File: config.mk
export PLATFORM = sky130hd
export DESIGN_NAME = dcache_ctrl
export DESIGN_NICKNAME = d
export VERILOG_FILES = /design/src/rtl/dcache_ctrl.sv
export SDC_FILE = /design/constraint.sdc
export NUM_CORES = 1
export LEC_CHECK = 0
export ABC_AREA = 1
export BUFFER_PORTS_ARGS = -buffer_cell sky130_fd_sc_hd__buf_2
export CAP_MARGIN = 20
export CORE_ASPECT_RATIO = 0.7
export CORE_MARGIN = 1
export CORE_UTILIZATION = 35
export DETAILED_ROUTE_END_ITERATION = 16
export SYNTH_ARGS = -nofsm -noshare
export SYNTH_HDL_FRONTEND = slang
export SYNTH_SLANG_ARGS = --single-unit
export TNS_END_PERCENT = 100
File: constraint.sdc
create_clock -name clk -period 5.2 [get_ports clk]
set_input_delay 0.52 -clock clk [delete_from_list [all_inputs] [get_ports clk]]
set_output_delay 0.52 -clock clk [all_outputs]
set_load 0.05 [all_outputs]
File: src/rtl/dcache_ctrl.sv
// Direct-mapped, write-through, no-write-allocate data cache controller with fixed-latency memory sequencing.
// Optional hit/miss statistics counters are enabled by defining DCACHE_STATS_EN.
module dcache_ctrl #(
  parameter int INDEX_BITS  = 4,
  parameter int MEM_LATENCY = 4
) (
  input  logic            clk,
  input  logic            rst_b,
  input  logic            req_read,
  input  logic            req_write,
  input  logic [31:0]     req_addr,
  input  logic [31:0]     req_wdata,
  output logic [31:0]     rdata,
  output logic            ready,
  output logic            hit,
  output logic            stall,
  output logic [31:0]     mem_addr,
  output logic [0:3][7:0] mem_data_in,
  input  logic [0:3][7:0] mem_data_out,
  output logic            mem_write_en,
  output logic [31:0]     hit_count,
  output logic [31:0]     miss_count
);
  localparam int         LINES = 1 << INDEX_BITS;
  localparam int         TAG_W = 30 - INDEX_BITS;
  localparam logic [3:0] LAST  = 4'(MEM_LATENCY - 1);

  typedef enum logic [1:0] {IDLE, MEM_READ, MEM_WRITE, DONE} state_t;

  state_t                state;
  logic [3:0]            cnt;
  logic                  wr_hit;
  logic [LINES-1:0]      valid;
  logic [TAG_W-1:0]      tags  [LINES];
  logic [31:0]           lines [LINES];

  logic [INDEX_BITS-1:0] idx;
  logic [TAG_W-1:0]      tag;
  logic                  tag_hit;
  logic [INDEX_BITS-1:0] mem_idx;
  logic [TAG_W-1:0]      mem_tag;
  logic                  upd_en;
  logic                  fill_en;
  logic                  unused_addr_bits;

  assign idx              = req_addr[INDEX_BITS+1:2];
  assign tag              = req_addr[31:INDEX_BITS+2];
  assign tag_hit          = valid[idx] && (tags[idx] == tag);
  assign unused_addr_bits = ^req_addr[1:0];

  // During an access the latched word address selects the line, so a requester
  // that drops or changes its request cannot redirect the fill.
  assign mem_idx = mem_addr[INDEX_BITS+1:2];
  assign mem_tag = mem_addr[31:INDEX_BITS+2];

  assign stall   = (req_read | req_write) & ~ready;
  assign upd_en  = rst_b && (state == IDLE) && req_write && tag_hit;
  assign fill_en = rst_b && (state == MEM_READ) && (cnt == LAST);

  always_ff @(posedge clk) begin
    if (upd_en) lines[idx] <= req_wdata;
    if (fill_en) begin
      lines[mem_idx] <= mem_data_out;
      tags[mem_idx]  <= mem_tag;
    end
  end

  always_ff @(posedge clk) begin
    if (!rst_b) begin
      state        <= IDLE;
      cnt          <= '0;
      wr_hit       <= 1'b0;
      valid        <= '0;
      rdata        <= '0;
      ready        <= 1'b0;
      hit          <= 1'b0;
      mem_addr     <= '0;
      mem_data_in  <= '0;
      mem_write_en <= 1'b0;
    end else begin
      case (state)
        IDLE: begin
          cnt <= '0;
          if (req_write) begin
            state        <= MEM_WRITE;
            mem_addr     <= {req_addr[31:2], 2'b00};
            mem_data_in  <= req_wdata;
            mem_write_en <= 1'b1;
            wr_hit       <= tag_hit;
          end else if (req_read && tag_hit) begin
            state <= DONE;
            rdata <= lines[idx];
            hit   <= 1'b1;
            ready <= 1'b1;
          end else if (req_read) begin
            state    <= MEM_READ;
            mem_addr <= {req_addr[31:2], 2'b00};
          end
        end
        MEM_READ: begin
          if (cnt == LAST) begin
            state          <= DONE;
            rdata          <= mem_data_out;
            valid[mem_idx] <= 1'b1;
            hit            <= 1'b0;
            ready          <= 1'b1;
          end else begin
            cnt <= cnt + 4'd1;
          end
        end
        MEM_WRITE: begin
          mem_write_en <= 1'b0;
          if (cnt == LAST) begin
            state <= DONE;
            hit   <= wr_hit;
            ready <= 1'b1;
          end else begin
            cnt <= cnt + 4'd1;
          end
        end
        DONE: begin
          state <= IDLE;
          ready <= 1'b0;
          hit   <= 1'b0;
        end
        default: state <= IDLE;
      endcase
    end
  end

`ifdef DCACHE_STATS_EN
  always_ff @(posedge clk) begin
    if (!rst_b) begin
      hit_count  <= '0;
      miss_count <= '0;
    end else if (state == DONE) begin
      if (hit) begin
        if (hit_count != 32'hFFFF_FFFF) hit_count <= hit_count + 32'd1;
      end else begin
        if (miss_count != 32'hFFFF_FFFF) miss_count <= miss_count + 32'd1;
      end
    end
  end
`else
  assign hit_count  = '0;
  assign miss_count = '0;
`endif

endmodule
==> flow_summary_export.csv <==
group,metric,value,unit
synthesis,synthFlopType,"edfxtp_1",
synthesis,synth-simple-area-share,15.88,%
setup_path,worstPathArrival,4320,ps
synthesis,synth-edff-count,928,
setup_path,r2r_slack,1610,ps
run_status,status,"finished, violations left",
cts,cts.sinks,1048,
floorplan,pin_count,264,
power,ir_worst_vdd,0.2724,mV
placement,place_inst,5686,
synthesis,synth.distinct_cells,32,
sta,setup_tns,0,ps
layout,nFillCells,11790,
synthesis,syn_area,43790,sq um
sta,worst_pin_slew,1397,ps
global_routing,grt_max_degree,257,
sta,slew_headroom,6.840,%
sta,fin_crit_sh,76.48,%
power,leakage,18.71,nW
global_routing,grt_pass1_wl,180.4,mm
run_status,failed_checks,"DRC",
power,cellPowerDensity,420.9,nW/um^2
layout,multiInputGateArea,11240,sq um
layout,fin_cells,5885,
power,p_int,0.01484,W
power,sw_frac_of_total,29.79,%
synthesis,synthMuxAreaShare,0.1600,%
synthesis,synth_xor_area_share,0.02000,%
min_path,holdPathEnd,"mem_data_in[31]",
global_routing,overflow,0,
floorplan,core-area,124000,sq um
sta,final-hold-violation-count,0,
run,drv_cap,0,
sta,fmax,251.5,MHz
cts,cts_tree,"yes",
synthesis,synth_top_area_share,63.64,%
synthesis,synthAdderAreaFrac,0.1429,%
synthesis,synth_area_leaders,"edfxtp_1, nand2_1, dfxtp_1",
floorplan,std_cell_rows,108,
routing,wl_per_cell,20.52,um
min_path,hold_depth,3,
synthesis,synth_compound_area_share,8.340,%
routing,antenna_left,0,
power,p_sw,0.006295,W
setup_path,crit_top_cell,"nand2_1",
placement,hpwl,67.73,mm
routing,drt-vias-per-instance,5.090,
sta,hold_ws,103.9,ps
floorplan,start_util,35.30,%
min_path,min_path_type,"in2reg",
setup_path,timing.rr.start,"cnt[0]",
routing,vias,29950,
sta,drv_slew,0,
synthesis,synth_top_family_by_area,"simple AND/OR/NAND/NOR gates",
cts,htreeDepth,3,
setup_path,cp-start-kind,"input pin",
layout,seq_area,30270,sq um
placement,portBuffers,195,
setup_path,crit_type,"in2reg",
global_routing,antenna_found_initial,6,
routing,drc_errors,2,
sta,final.setup_skew,32.79,ps
min_path,hp-start,"req_wdata[31]",
power,sequentialPowerShare,47.5,%
power,comb_power_share,16.2,%
layout,drive_gt1_share,11.65,%
setup_path,r2r_end,"tags[7][22]",
cts,root_buffer,"clkbuf_16",
layout,syn2layout_area_growth,14.65,%
cts,clk_pin_slew,60,ps
setup_path,crit_chain,"buf_8 > inv_8 > buf_4 > nor2_1 > nor2_1 > o21ai_0 > o211ai_1 > nand3_1 > nand2_1 > nand2_1 > nand2_1 > nand3_1 > nor2_1 > nand4_1 > nand2_1 > nand3_1 > nor2_4 > buf_12",
floorplan,die_h,297.9,um
synthesis,syn_inst,4001,
setup_path,cpPeakStageDelay,590,ps
setup_path,worst_ep_required_time,5550,ps
global_routing,grt_pass1_vias,28010,
setup_path,reg2reg_depth,11,
synthesis,avgSynthCellArea,10.94,sq um
cts,cts_buffer_depth,3,
synthesis,seq_area_frac_synth,69.12,%
floorplan,dieArea,126600,sq um
power,p_clk_share,36.2,%
synthesis,ys.warnings.count,0,
global_routing,grt_use_total,18.71,%
cts,clkLatencyLatePin,690,ps
routing,drt_wl_total,120.8,mm
synthesis,synthTopCellsByCount,"edfxtp_1, nand2_1, nor2_1",
sta,setup_viol,0,
sta,grt_setup_unrepaired,"no",
routing,drt_iter0_markers,3134,
routing,dr.pass1.iters,12,
setup_path,endpoint_kind,"flop",
synthesis,yosysTopAreaCell,"edfxtp_1",
placement,gp_congestion,0.8243,
setup_path,cp_slowest_cell,"buf_4",
cts,holdBufCountCts,0,
cts,post-cts-setup-buffers,0,
sta,finalCriticalPeriod,3977,ps
synthesis,async_flop_share,0,%
layout,num-nets-final,4249,
setup_path,cp_max_fo,61,
cts,cts_made_buffers,106,
cts,cts_resized,0,
synthesis,ys_seq_elements,1048,
synthesis,synth.most_common_cell,"edfxtp_1",
floorplan,dieWidth,424.8,um
## worst max-delay path by stage
stage / start / end / cells after the start
floorplan: req_addr[2] / lines[0][0] / 14
global placement: req_addr[2] / lines[15][5] / 18
detailed placement: req_addr[2] / lines[15][26] / 18
CTS: req_addr[2] / lines[15][3] / 18
global route: req_addr[2] / lines[15][3] / 18
finish: req_addr[2] / lines[15][25] / 18
## worst max-delay path: cells and delay by family
family | cells | cell delay [ps]
AND/OR/NAND/NOR | 12 | 2090
AO/OA/AOI/OAI | 2 | 180
buffers and inverters | 4 | 1450
## metrics by stage
stage	power [W]	util, %	worst slack, ps	instance area (sq um)
global placement	0.01359	37.63	519.4	46670
CTS	0.02125	40.47	1258	50200
floorplan	0.01261	-	1279	44030
detailed placement	0.01364	37.66	525.6	46720
finish	0.02113	40.47	1223	50200
global route	0.02190	40.47	937.9	50200
## metal layers
layer / part of all wire (%) / GRT usage, % / up-vias / wire length, um
li1: - / - / 14040 / -
met3: 6.9 / 2.910 / 177 / 8322
met4: 2.5 / 5.490 / 6 / 3026
met1: 46 / 27.27 / 14650 / 55160
met2: 45 / 28.70 / 1081 / 54210
met5: 0.030 / 0 / - / 36
## sequential cells by signal, indices dropped and copies added, names as in the netlist
register,count
mem_write_en,1
lines,512
rdata,32
mem_data_in,32
wr_hit,1
state,2
valid,16
ready,1
tags,416
cnt,4
hit,1
mem_addr,30
## cells by family after synthesis
logic type,after synthesis
muxes,7
buffers and inverters,612
adders and majority gates,5
other,1
xor gates and xnor gates,1
and+or+nand+nor,1706
AOI/OAI and AO/OA,621
DFF,1048
## cell type report
cell class              count  share of cell area [%]
inverters                 293                   2.228
clock inverters            58                   1.196
diodes                      2                0.009969
repair buffers            289                   4.042
well taps                1650                   4.112
flip-flops and latches   1048                   60.29
clock buffers             139                   5.730
multi-input cells        2406                   22.39
## power by group through the flow
stage	Clock, W	Sequential, W	Combinational [W]
4_1_cts	0.00778	0.0101	0.00342
3_5_place_dp	0	0.0102	0.00341
6_report	0.00766	0.0100	0.00343
3_3_place_gp	0	0.0102	0.00338
5_1_grt	0.00809	0.0101	0.00371
2_1_floorplan	0	0.0109	0.00166
## placed cells by master (no fill, tap or decap), types with 17 or more instances in the layout
cell	synthesis	routed
nor2_1	549	517
nand2_1	766	765
buf_2	64	190
inv_1	285	284
clkinv_2	0	19
clkinv_1	5	21
buf_4	80	71
clkbuf_16	0	106
a21oi_1	55	55
o211ai_1	35	35
nand3_1	348	348
conb_1	1	66
o21ai_0	361	361
o22ai_1	41	41
nand4_1	30	30
o221ai_1	105	105
clkbuf_1	134	23
dfxtp_1	120	120
nor2_4	0	32
edfxtp_1	928	928
buf_12	0	24
o21ai_1	17	17
Note: power is estimated with default switching activity, not from simulation.
